$ cat src/rtl/axi_lite_regs_v2.sv
// AXI4-Lite register slave: RW, WO and RO banks with write/read pulses and
// decode-error responses. Separate write and read FSMs run concurrently.
module axi_lite_regs_v2 #(
    parameter int          C_S_AXI_DATA_WIDTH = 32,
    parameter int          C_S_AXI_ADDR_WIDTH = 32,
    parameter bit          C_USE_WSTRB        = 0,
    parameter logic [31:0] C_BAR0_BASEADDR    = 32'hFFFF_FFFF,
    parameter logic [31:0] C_BAR0_HIGHADDR    = 32'h0000_0000,
    parameter int          NUM_RW_REGS        = 1,
    parameter int          NUM_WO_REGS        = 1,
    parameter int          NUM_RO_REGS        = 1
) (
    input  logic                              s_axi_aclk,
    input  logic                              s_axi_areset,
    input  logic [C_S_AXI_ADDR_WIDTH-1:0]     s_axi_awaddr,
    input  logic                              s_axi_awvalid,
    output logic                              s_axi_awready,
    input  logic [C_S_AXI_DATA_WIDTH-1:0]     s_axi_wdata,
    input  logic [C_S_AXI_DATA_WIDTH/8-1:0]   s_axi_wstrb,
    input  logic                              s_axi_wvalid,
    output logic                              s_axi_wready,
    output logic [1:0]                        s_axi_bresp,
    output logic                              s_axi_bvalid,
    input  logic                              s_axi_bready,
    input  logic [C_S_AXI_ADDR_WIDTH-1:0]     s_axi_araddr,
    input  logic                              s_axi_arvalid,
    output logic                              s_axi_arready,
    output logic [C_S_AXI_DATA_WIDTH-1:0]     s_axi_rdata,
    output logic [1:0]                        s_axi_rresp,
    output logic                              s_axi_rvalid,
    input  logic                              s_axi_rready,
    output logic [NUM_RW_REGS*32-1:0]         rw_regs,
    input  logic [NUM_RW_REGS*32-1:0]         rw_defaults,
    output logic [NUM_WO_REGS*32-1:0]         wo_regs,
    input  logic [NUM_WO_REGS*32-1:0]         wo_defaults,
    output logic [NUM_WO_REGS-1:0]            wo_wr_pulse,
    input  logic [NUM_RO_REGS*32-1:0]         ro_regs,
    output logic [NUM_RO_REGS-1:0]            ro_rd_pulse
);
    localparam int AW       = C_S_AXI_ADDR_WIDTH;
    localparam int DW       = C_S_AXI_DATA_WIDTH;
    localparam int NUM_REGS = NUM_RW_REGS + NUM_WO_REGS + NUM_RO_REGS;
    localparam logic [1:0] OKAY = 2'b00, SLVERR = 2'b10, DECERR = 2'b11;

    typedef enum logic [1:0] {W_IDLE, W_EXEC, W_RESP} wstate_t;
    typedef enum logic {R_IDLE, R_RESP} rstate_t;

    wstate_t wstate;
    rstate_t rstate;

    logic [NUM_RW_REGS-1:0][31:0] rw_q;
    logic [NUM_WO_REGS-1:0][31:0] wo_q;
    assign rw_regs = rw_q;
    assign wo_regs = wo_q;

    logic [AW-1:0]   aw_addr_q;
    logic [DW-1:0]   w_data_q;
    logic [DW/8-1:0] w_strb_q, strb_eff;
    logic            aw_done, w_done;
    logic            aw_hs, w_hs, ar_hs;

    assign aw_hs    = s_axi_awvalid && s_axi_awready;
    assign w_hs     = s_axi_wvalid && s_axi_wready;
    assign ar_hs    = s_axi_arvalid && s_axi_arready;
    assign strb_eff = C_USE_WSTRB ? w_strb_q : '1;

    // Write-side decode works on the captured address during W_EXEC.
    logic [AW-1:0] w_idx;
    logic [1:0]    w_resp;
    always_comb begin
        w_idx  = (aw_addr_q - AW'(C_BAR0_BASEADDR)) >> 2;
        w_resp = OKAY;
        if (aw_addr_q < AW'(C_BAR0_BASEADDR) || aw_addr_q > AW'(C_BAR0_HIGHADDR))
            w_resp = DECERR;
        else if (w_idx >= AW'(NUM_RW_REGS + NUM_WO_REGS))
            w_resp = SLVERR;
    end

    // Read-side decode works on the live address, sampled at acceptance.
    logic [AW-1:0]          r_idx;
    logic [1:0]             r_resp;
    logic [DW-1:0]          r_data;
    logic [NUM_RO_REGS-1:0] r_ro_hit;
    always_comb begin
        r_idx    = (s_axi_araddr - AW'(C_BAR0_BASEADDR)) >> 2;
        r_resp   = OKAY;
        r_data   = '0;
        r_ro_hit = '0;
        if (s_axi_araddr < AW'(C_BAR0_BASEADDR) || s_axi_araddr > AW'(C_BAR0_HIGHADDR))
            r_resp = DECERR;
        else if (r_idx >= AW'(NUM_REGS))
            r_resp = SLVERR;
        else begin
            for (int i = 0; i < NUM_RW_REGS; i++)
                if (r_idx == AW'(i)) r_data = rw_q[i];
            for (int i = 0; i < NUM_RO_REGS; i++)
                if (r_idx == AW'(NUM_RW_REGS + NUM_WO_REGS + i)) begin
                    r_data      = ro_regs[32*i +: 32];
                    r_ro_hit[i] = 1'b1;
                end
        end
    end

    always_ff @(posedge s_axi_aclk) begin
        if (s_axi_areset) begin
            wstate        <= W_IDLE;
            s_axi_awready <= 1'b0;
            s_axi_wready  <= 1'b0;
            s_axi_bvalid  <= 1'b0;
            s_axi_bresp   <= OKAY;
            aw_done       <= 1'b0;
            w_done        <= 1'b0;
            aw_addr_q     <= '0;
            w_data_q      <= '0;
            w_strb_q      <= '0;
            rw_q          <= rw_defaults;
            wo_q          <= wo_defaults;
            wo_wr_pulse   <= '0;
        end else begin
            wo_wr_pulse <= '0;
            case (wstate)
                W_IDLE: begin
                    if (aw_hs) aw_addr_q <= s_axi_awaddr;
                    if (w_hs) begin
                        w_data_q <= s_axi_wdata;
                        w_strb_q <= s_axi_wstrb;
                    end
                    aw_done       <= aw_done || aw_hs;
                    w_done        <= w_done || w_hs;
                    s_axi_awready <= !(aw_done || aw_hs);
                    s_axi_wready  <= !(w_done || w_hs);
                    if ((aw_done || aw_hs) && (w_done || w_hs)) begin
                        aw_done       <= 1'b0;
                        w_done        <= 1'b0;
                        s_axi_awready <= 1'b0;
                        s_axi_wready  <= 1'b0;
                        wstate        <= W_EXEC;
                    end
                end
                W_EXEC: begin
                    if (w_resp == OKAY) begin
                        for (int i = 0; i < NUM_RW_REGS; i++)
                            if (w_idx == AW'(i))
                                for (int b = 0; b < 4; b++)
                                    if (strb_eff[b]) rw_q[i][8*b +: 8] <= w_data_q[8*b +: 8];
                        for (int i = 0; i < NUM_WO_REGS; i++)
                            if (w_idx == AW'(NUM_RW_REGS + i)) begin
                                wo_wr_pulse[i] <= 1'b1;
                                for (int b = 0; b < 4; b++)
                                    if (strb_eff[b]) wo_q[i][8*b +: 8] <= w_data_q[8*b +: 8];
                            end
                    end
                    s_axi_bvalid <= 1'b1;
                    s_axi_bresp  <= w_resp;
                    wstate       <= W_RESP;
                end
                W_RESP: begin
                    if (s_axi_bready) begin
                        s_axi_bvalid  <= 1'b0;
                        s_axi_awready <= 1'b1;
                        s_axi_wready  <= 1'b1;
                        wstate        <= W_IDLE;
                    end
                end
                default: wstate <= W_IDLE;
            endcase
        end
    end

    always_ff @(posedge s_axi_aclk) begin
        if (s_axi_areset) begin
            rstate        <= R_IDLE;
            s_axi_arready <= 1'b0;
            s_axi_rvalid  <= 1'b0;
            s_axi_rresp   <= OKAY;
            s_axi_rdata   <= '0;
            ro_rd_pulse   <= '0;
        end else begin
            ro_rd_pulse <= '0;
            case (rstate)
                R_IDLE: begin
                    s_axi_arready <= 1'b1;
                    if (ar_hs) begin
                        s_axi_arready <= 1'b0;
                        s_axi_rvalid  <= 1'b1;
                        s_axi_rdata   <= r_data;
                        s_axi_rresp   <= r_resp;
                        ro_rd_pulse   <= r_ro_hit;
                        rstate        <= R_RESP;
                    end
                end
                R_RESP: begin
                    if (s_axi_rready) begin
                        s_axi_rvalid  <= 1'b0;
                        s_axi_arready <= 1'b1;
                        rstate        <= R_IDLE;
                    end
                end
                default: rstate <= R_IDLE;
            endcase
        end
    end
endmodule
$ cat config.mk
export PLATFORM = sky130hd
export DESIGN_NAME = axi_lite_regs_v2
export DESIGN_NICKNAME = d
export VERILOG_FILES = /design/src/rtl/axi_lite_regs_v2.sv
export SDC_FILE = /design/constraint.sdc
export NUM_CORES = 1
export LEC_CHECK = 0
export CAP_MARGIN = 40
export CORE_AREA = 2 2 122 124
export CTS_CLUSTER_SIZE = 10
export DETAILED_ROUTE_END_ITERATION = 12
export DIE_AREA = 0 0 124 126
export PLACE_DENSITY = 0.9
export SKIP_CTS_REPAIR_TIMING = 1
export SYNTH_ARGS = -nofsm -noshare
export SYNTH_HDL_FRONTEND = slang
export SYNTH_SLANG_ARGS = --single-unit
$ cat constraint.sdc
create_clock -name s_axi_aclk -period 5.1 [get_ports s_axi_aclk]
set_input_delay 1.02 -clock s_axi_aclk [delete_from_list [all_inputs] [get_ports s_axi_aclk]]
set_output_delay 1.02 -clock s_axi_aclk [all_outputs]
set_load 0.005 [all_outputs]
==> flow_summary.ini, run 1 <==
[outcome]
status = complete, no violations

[finish]
seqCellArea_um2 = 3520
multi_input_area_um2 = 1530
diodes = 0
finalNetCount = 909
fillerInstances = 1201
area_delta_synth_final_pct = 53.0
drive_gt1_frac = 0.0612

[timing]
tns_ns = 0
hold_violations = 0
rsz0062_at_grt = no
clock_skew_ns = 0.00493
max_freq_mhz = 423
post-route-min-period_ns = 2.37
setup_viol = 0
drv_slew = 0
whs_ns = 0.455
finalCritPeriodShare = 0.464
slew_headroom = 0.468
tightest_slew_ns = 0.799

[global_route]
grt_pass1_wl_um = 19000
grt_pass1_vias = 3919
grtUsageTotal = 0.161
grt_max_degree = 108
grt_antenna_before_repair = 0
overflow = 0

[synth]
syn_area_um2 = 5260
ys_types = 26
yosys_warnings = 0
yosysSeqAreaShare = 0.670
synth-seq-cells = 144
syn_avg_cell_area_um2 = 10.4
syn_inst = 505

[clock_network]
clk_pin_slew_ns = 0.06
ctsRootBufferMaster = clkbuf_16
clock_latency_ns = 0.41
cts_tree = built
cts_sinks = 144
cts_buffers = 17
cts-root-to-sink-buffers = 2
clock_tree.htree_level_count = 4

[placement]
io_buffers = 209
place.detailed.hpwl_um = 8820
gp_congestion = 0.758

[die]
io_pins = 310
die_w_um = 124
fp.dieH_um = 126
die-area_um2 = 15600
start_util = 0.367
coreArea_um2 = 14300
row_count = 44

[route]
wl_per_cell_um = 13.6
drtIter0Drc = 229
drc = 0
via_per_inst = 4.44
routed-via-count = 4009
firstDrtPassIters = 4
ant_nets = 0
drt_wl_total_um = 12300

[power_and_ir_drop]
clockPowerShare = 0.434
netSwitchingPower_uw = 610
p_int_uw = 2200
pwr-share-comb = 0.105
seqPwrFrac = 0.462
power.leakage_uw = 0.00324
power_density_nw_per_um2 = 349
swShare = 0.217
max-vdd-ir-drop_uv = 250

[worst_setup_path]
cp_slowest_cell = clkdlybuf4s50_1
worstPathCellList = clkdlybuf4s50_1
cp_slowest_stage_delay_ns = 0.54
path_class = reg2out
critPathCaptureType = primary output
cp.arrival_ns = 1.35
crit_path_start = s_axi_wready
crit_path_max_fanout = 5
cpLargestDelayFamily = buffers and inverters
reg2reg_from = wstate[0]
critPathLaunchType = register
required_ns = 4.08
critPathBufInv = 1

[worst_hold_path]
min_from = w_data_q[18]
min_path_type = reg2reg

[run]
max_cap_viol_count = 0
[power by group through the flow]
stage / Clock (uW) / Sequential, uW / Combinational, uW
after CTS: 1250 / 1300 / 298
after global routing: 1300 / 1300 / 325
final: 1220 / 1300 / 293
after global placement: 0 / 1320 / 285
after floorplan: 0 / 1320 / 113
after detailed placement: 0 / 1320 / 297
[cells in the final DEF, fill, tap and decap left out, drive strengths merged]
| cell type | count |
|---|---|
| nor2 | 14 |
| inv | 3 |
| nor2b | 1 |
| conb | 2 |
| and3b | 1 |
| a211oi | 1 |
| buf | 6 |
| o21a | 5 |
| clkbuf | 19 |
| edfxtp | 64 |
| nor3b | 1 |
| clkdlybuf4s50 | 208 |
| nand2b | 33 |
| nand2 | 193 |
| bufinv | 2 |
| and4bb | 2 |
| a21oi | 37 |
| clkinvlp | 3 |
| nand4bb | 1 |
| dfxtp | 80 |
| o21ai | 1 |
| and2 | 32 |
| and4b | 1 |
| clkinv | 7 |
| a21o | 2 |
[cell usage after synthesis (all sizes together)]
library cell,number,share of area
and4bb,2,0.0048
nor2,14,0.010
dfxtp,80,0.30
nand2,193,0.14
and4b,1,0.0019
nand4bb,1,0.0021
o21ai,1,0.00095
clkbuf,16,0.019
a21o,2,0.0029
o21a,5,0.0071
edfxtp,64,0.37
buf,17,0.020
nor2b,1,0.0012
and2,32,0.038
and3b,1,0.0017
conb,1,0.00071
nor3b,1,0.0014
a21oi,37,0.038
inv,2,0.0014
a211oi,1,0.0014
nand2b,33,0.039
[cell type report]
class	instances	share of cell area
Sequential cell	144	0.438
Timing Repair Buffer	214	0.268
Multi-Input combinational cell	327	0.191
Clock buffer	19	0.0565
Tap cell	184	0.0286
Clock inverter	13	0.0170
Inverter	2	0.000933
[stage by stage]
| stage | setup slack [ns] | instances | util | total power (uW) | instance area (um^2) |
|---|---|---|---|---|---|
| 2_1_floorplan | 2.78 | 506 | - | 1440 | 5260 |
| 3_3_place_gp | 2.15 | 869 | 0.518 | 1600 | 7410 |
| 3_5_place_dp | 2.35 | 871 | 0.521 | 1620 | 7450 |
| 4_1_cts | 2.71 | 903 | 0.562 | 2850 | 8040 |
| 5_1_grt | 2.59 | 903 | 0.562 | 2930 | 8040 |
| 6_report | 2.73 | 903 | 0.562 | 2810 | 8040 |
[metal layers]
metal,wire length (um),vias up,GRT usage
met4,257,0,0.0707
li1,-,2025,-
met5,0,-,0
met1,4890,1788,0.180
met3,1300,21,0.0752
met2,5860,175,0.262
[cell families after synthesis]
logic type             Yosys count  share of synthesized area
AO/OA/AOI/OAI                   46                     0.0505
buffers and inverters           35                     0.0400
flip-flops                     144                      0.670
other                            1                   0.000713
AND/OR/NAND/NOR                279                      0.239
[sequential cells by signal, summed over array words and instances, names as in the netlist]
| name | cells |
|---|---|
| rw_regs | 32 |
| s_axi_rdata | 32 |
| w_data_q | 32 |
| wo_regs | 32 |
| s_axi_bresp | 2 |
| s_axi_rresp | 2 |
| wstate | 2 |
| aw_done | 1 |
| ro_rd_pulse | 1 |
| rstate | 1 |
| s_axi_arready | 1 |
| s_axi_awready | 1 |
| s_axi_bvalid | 1 |
| s_axi_rvalid | 1 |
| s_axi_wready | 1 |
| w_done | 1 |
| wo_wr_pulse | 1 |
[path summary, 6_finish.rpt]
path,slack (ns),endpoint,cells after the start
hold reg to reg,0.46,w_data_q[18],2
setup / recovery,2.73,s_axi_wready,1
hold / removal,0.46,w_data_q[18],2
setup reg to reg,3.47,w_data_q[11],3
No activity file was read; power rests on OpenSTA's default activity.
==> inputs of run 2 (changes only) <==
- CORE_AREA: 2 2 122 124 -> not set
- CORE_UTILIZATION: not set -> 34
- DIE_AREA: 0 0 124 126 -> not set
- PLACE_DENSITY: 0.9 -> 0.88
- clock period: 5.1 -> 2.1 ns (I/O delays scaled with it)
==> run 2 against run 1 <==
Effect of this change:
- first-iteration DRC count fell by 17%
- flip-flop and latch count stayed put
- critical endpoint unchanged
- sequential share of layout area decreased by 0.14 points
- final area up 0.31%
- largest power group unchanged
- register-to-register slack got worse by 2.7 ns
==> flow_summary.ini, run 2 (synthesis gave the netlist of run 1 again) <==
[global_route]
grt_pass1_vias = 3899
grt_max_degree = 98
overflow = 0
grt_antenna_before_repair = 2
grtUsageTotal = 0.160
grt_pass1_wl_um = 19300

[run]
max_cap_viol_count = 0

[clock_network]
cts-root-to-sink-buffers = 2
clock_tree.htree_level_count = 4
cts_sinks = 144
cts_buffers = 17
ctsRootBufferMaster = clkbuf_16
cts_tree = built
clk_pin_slew_ns = 0.06
clock_latency_ns = 0.41

[worst_hold_path]
hold_depth = 2
min_path_type = in2reg
min_from = s_axi_areset
min_to = w_data_q[25]

[worst_setup_path]
critPathBufInv = 1
rr_worst_depth = 4
reg2reg_from = wstate[0]
cp.arrival_ns = 1.36
crit_path_max_fanout = 5
reg2reg_slack_ns = 0.82
timing.rr.end = w_data_q[3]
critPathCaptureType = primary output
cpLargestDelayFamily = buffers and inverters
required_ns = 1.68
cp_slowest_cell = clkdlybuf4s50_1
cp_slowest_stage_delay_ns = 0.55
critPathLaunchType = register
worstPathCellList = clkdlybuf4s50_1
path_class = reg2out

[route]
drt_wl_total_um = 12600
routed-via-count = 4057
ant_nets = 0
wl_per_cell_um = 13.9
via_per_inst = 4.45
firstDrtPassIters = 4
drc = 0
drtIter0Drc = 190

[finish]
mostFrequentLayoutCell = clkdlybuf4s50_1
final_core_util = 0.533
drive_gt1_frac = 0.0651
finalNetCount = 912
final_cell_mix = clkdlybuf4s50_1 (208), nand2_1 (193), dfxtp_1 (80)
area_delta_synth_final_pct = 53.5

[timing]
setup_viol = 0
tns_ns = 0
finalCritPeriodShare = 0.848
post-route-min-period_ns = 1.78
max_freq_mhz = 562
clock_skew_ns = 0.00656
rsz0062_at_grt = no
hold_violations = 0
drv_slew = 0

[die]
start_util = 0.347
io_pins = 310
fp.dieH_um = 126
coreArea_um2 = 15100
die-area_um2 = 16000
row_count = 45
die_w_um = 126

[outcome]
status = complete, no violations

[power_and_ir_drop]
p_total_uw = 6820
power.leakage_uw = 0.00327
max-vdd-ir-drop_uv = 470
power_density_nw_per_um2 = 845

[placement]
gp_congestion = 0.716
io_buffers = 209
place.detailed.hpwl_um = 9050
-- run 2: routing by layer --
metal,track usage,share of wire
met2,0.275,0.50
met4,0.0560,0.010
met5,0,0
met1,0.172,0.40
met3,0.0763,0.088
-- run 2: worst max path at each step --
stage                             start               to  slack (ns)  cells after the start
after floorplan            s_axi_areset       rw_regs[0]        0.38                      1
after global placement    s_axi_arvalid  s_axi_rdata[25]        0.03                      4
after detailed placement   s_axi_wvalid     w_data_q[15]        0.32                      5
after CTS                  s_axi_wready     s_axi_wready        0.28                      1
after global routing       s_axi_wready     s_axi_wready        0.25                      1
final                      s_axi_wready     s_axi_wready        0.32                      1
-- run 2: power breakdown --
| part | leakage [uW] | total (uW) | switching [uW] | internal [uW] |
|---|---|---|---|---|
| logic | 0.00167 | 718 | 287 | 431 |
| registers | 0.00130 | 3150 | 57.6 | 3090 |
| clock network | 0.000295 | 2950 | 1140 | 1820 |
| total | 0.00327 | 6820 | 1480 | 5340 |
-- run 2: layout make-up --
class	instances	area, um^2
diodes	1	2.50
clock buffers	25	549
clock inverters	7	43.8
fillers	1281	7080
inverters	2	7.51
multi-input cells	327	1530
flip-flops and latches	144	3520
well taps	188	235
repair buffers	217	2170
-- run 2: metrics by stage --
| stage | instances | worst slack [ns] | hold slack (ns) | cell area (um^2) |
|---|---|---|---|---|
| 3_5_place_dp | 878 | 0.322 | 0.444 | 7470 |
| 5_1_grt | 910 | 0.247 | 0.330 | 8070 |
| 4_1_cts | 910 | 0.285 | 0.311 | 8070 |
| 3_3_place_gp | 877 | 0.0295 | 0.441 | 7460 |
| 2_1_floorplan | 506 | 0.383 | 0.432 | 5260 |
| 6_report | 911 | 0.320 | 0.339 | 8070 |
==> inputs of run 3 (changes only) <==
- clock period: 2.1 -> 1.6 ns (I/O delays scaled with it)
==> run 3 against run 2 <==
Effect of this change:
- setup slack lost 0.29 ns
- first-iteration DRC count shrank 10%
- non-clock buffer count grew 16
- via count grew 1.1%
- register-to-register slack lost 0.47 ns
==> flow_summary.ini, run 3 (synthesis gave the netlist of run 1 again) <==
[timing]
drv_slew = 0
setup_viol = 0
clock_skew_ns = 0.00768
finalCritPeriodShare = 0.981
hold_violations = 0
max_freq_mhz = 637
finalWorstSetupSlack_ns = 0.0296
post-route-min-period_ns = 1.57

[die]
coreArea_um2 = 15100
die-area_um2 = 16000
die_w_um = 126
start_util = 0.347
io_pins = 310
fp.dieH_um = 126
row_count = 45

[finish]
fillerInstances = 1242
multi_input_area_um2 = 1530
final_core_util = 0.557
finalNetCount = 928
mostFrequentLayoutCell = nand2_1
stdcell_area_um2 = 8440
drive_gt1_frac = 0.0881
area_delta_synth_final_pct = 60.4
seqCellArea_um2 = 3530
diodes = 0
final_cell_mix = nand2_1 (193), clkdlybuf4s50_1 (148), dfxtp_1 (75)

[worst_setup_path]
path_class = reg2out
worstPathCellList = clkdlybuf4s50_1
required_ns = 1.28
crit_path_max_fanout = 1
critPathLaunchType = register
cpLargestDelayFamily = buffers and inverters
cp.arrival_ns = 1.25
critPathCaptureType = primary output
cp_slowest_stage_delay_ns = 0.51
reg2reg_slack_ns = 0.35
cp_slowest_cell = clkdlybuf4s50_1
critPathBufInv = 1

[route]
highest_layer = met4
ant_nets = 0
drtIter0Drc = 171
firstDrtPassIters = 4
wl_met2_um = 6180
drc = 0
routed-via-count = 4100
wl_per_cell_um = 13.6
via_per_inst = 4.43
drt_wl_total_um = 12600
met1_length_um = 5070
wl_met3_um = 1220

[clock_network]
clock_latency_ns = 0.41
ctsRootBufferMaster = clkbuf_16
cts_buffers = 17
clk_pin_slew_ns = 0.06
cts-root-to-sink-buffers = 2
cts_sinks = 144
cts_tree = built
clock_tree.htree_level_count = 4

[power_and_ir_drop]
power.leakage_uw = 0.00424
power_density_nw_per_um2 = 1080
max-vdd-ir-drop_uv = 615

[global_route]
grt_pass1_wl_um = 19400
grtUsageTotal = 0.159
grt_pass1_vias = 3943
grt_antenna_before_repair = 0
overflow = 0
grt_max_degree = 61

[placement]
place.detailed.hpwl_um = 8860
gp_congestion = 0.740
pre_cts_ws_ns = -0.0142
io_buffers = 209
placed_area_um2 = 7660

[run]
max_cap_viol_count = 0

[worst_hold_path]
min_path_type = in2reg

[outcome]
status = complete, no violations
==> run 3: changes by cell type in the layout (fill, tap and decap cells not counted), sizes merged <==
| cell | delta |
|---|---|
| diode | -1 |
| dlymetal6s2s | +60 |
| clkbuf | +1 |
| bufinv | +1 |
| inv | +1 |
| clkinv | -2 |
| buf | +16 |
| clkdlybuf4s50 | -60 |
| clkinvlp | -1 |
==> run 3: per-layer routing <==
layer,GRT usage,up-vias
met5,0,-
met4,0.0666,0
met3,0.0675,14
met2,0.257,172
met1,0.187,1857
li1,-,2057
==> run 3: final timing paths <==
| path | startpoint | to | depth (start not counted) |
|---|---|---|---|
| worst min register to register | w_data_q[25] | w_data_q[25] | 2 |
| worst max register to register | wstate[0] | w_data_q[13] | 4 |
| worst min-delay path | s_axi_areset | w_data_q[14] | 2 |
| worst max-delay path | wo_regs[11] | wo_regs[11] | 1 |
==> run 3: power breakdown <==
group	internal, uW	leakage, uW	switching [uW]	total [uW]
Sequential	4060	0.00130	70.9	4130
Combinational	605	0.00264	391	996
Clock	2520	0.000300	1480	4000
Total	7180	0.00424	1940	9120
==> run 3: metrics by stage <==
| step | instances | TNS [ns] | hold WS [ns] | power, uW |
|---|---|---|---|---|
| final | 926 | 0 | 0.175 | 9120 |
| after global routing | 926 | -0.00485 | 0.167 | 9510 |
| after CTS | 925 | -0.256 | 0.161 | 9260 |
| after floorplan | 506 | 0 | 0.432 | 4570 |
| after detailed placement | 893 | -0.0191 | 0.443 | 5230 |
| after global placement | 893 | 0 | 0.440 | 5190 |
==> run 3: area by class of cell <==
class                   instances  share of cell area
flip-flops and latches        144               0.418
multi-input cells             327               0.182
well taps                     188              0.0279
repair buffers                233               0.299
clock inverters                 6             0.00742
clock buffers                  26              0.0645
inverters                       2            0.000890
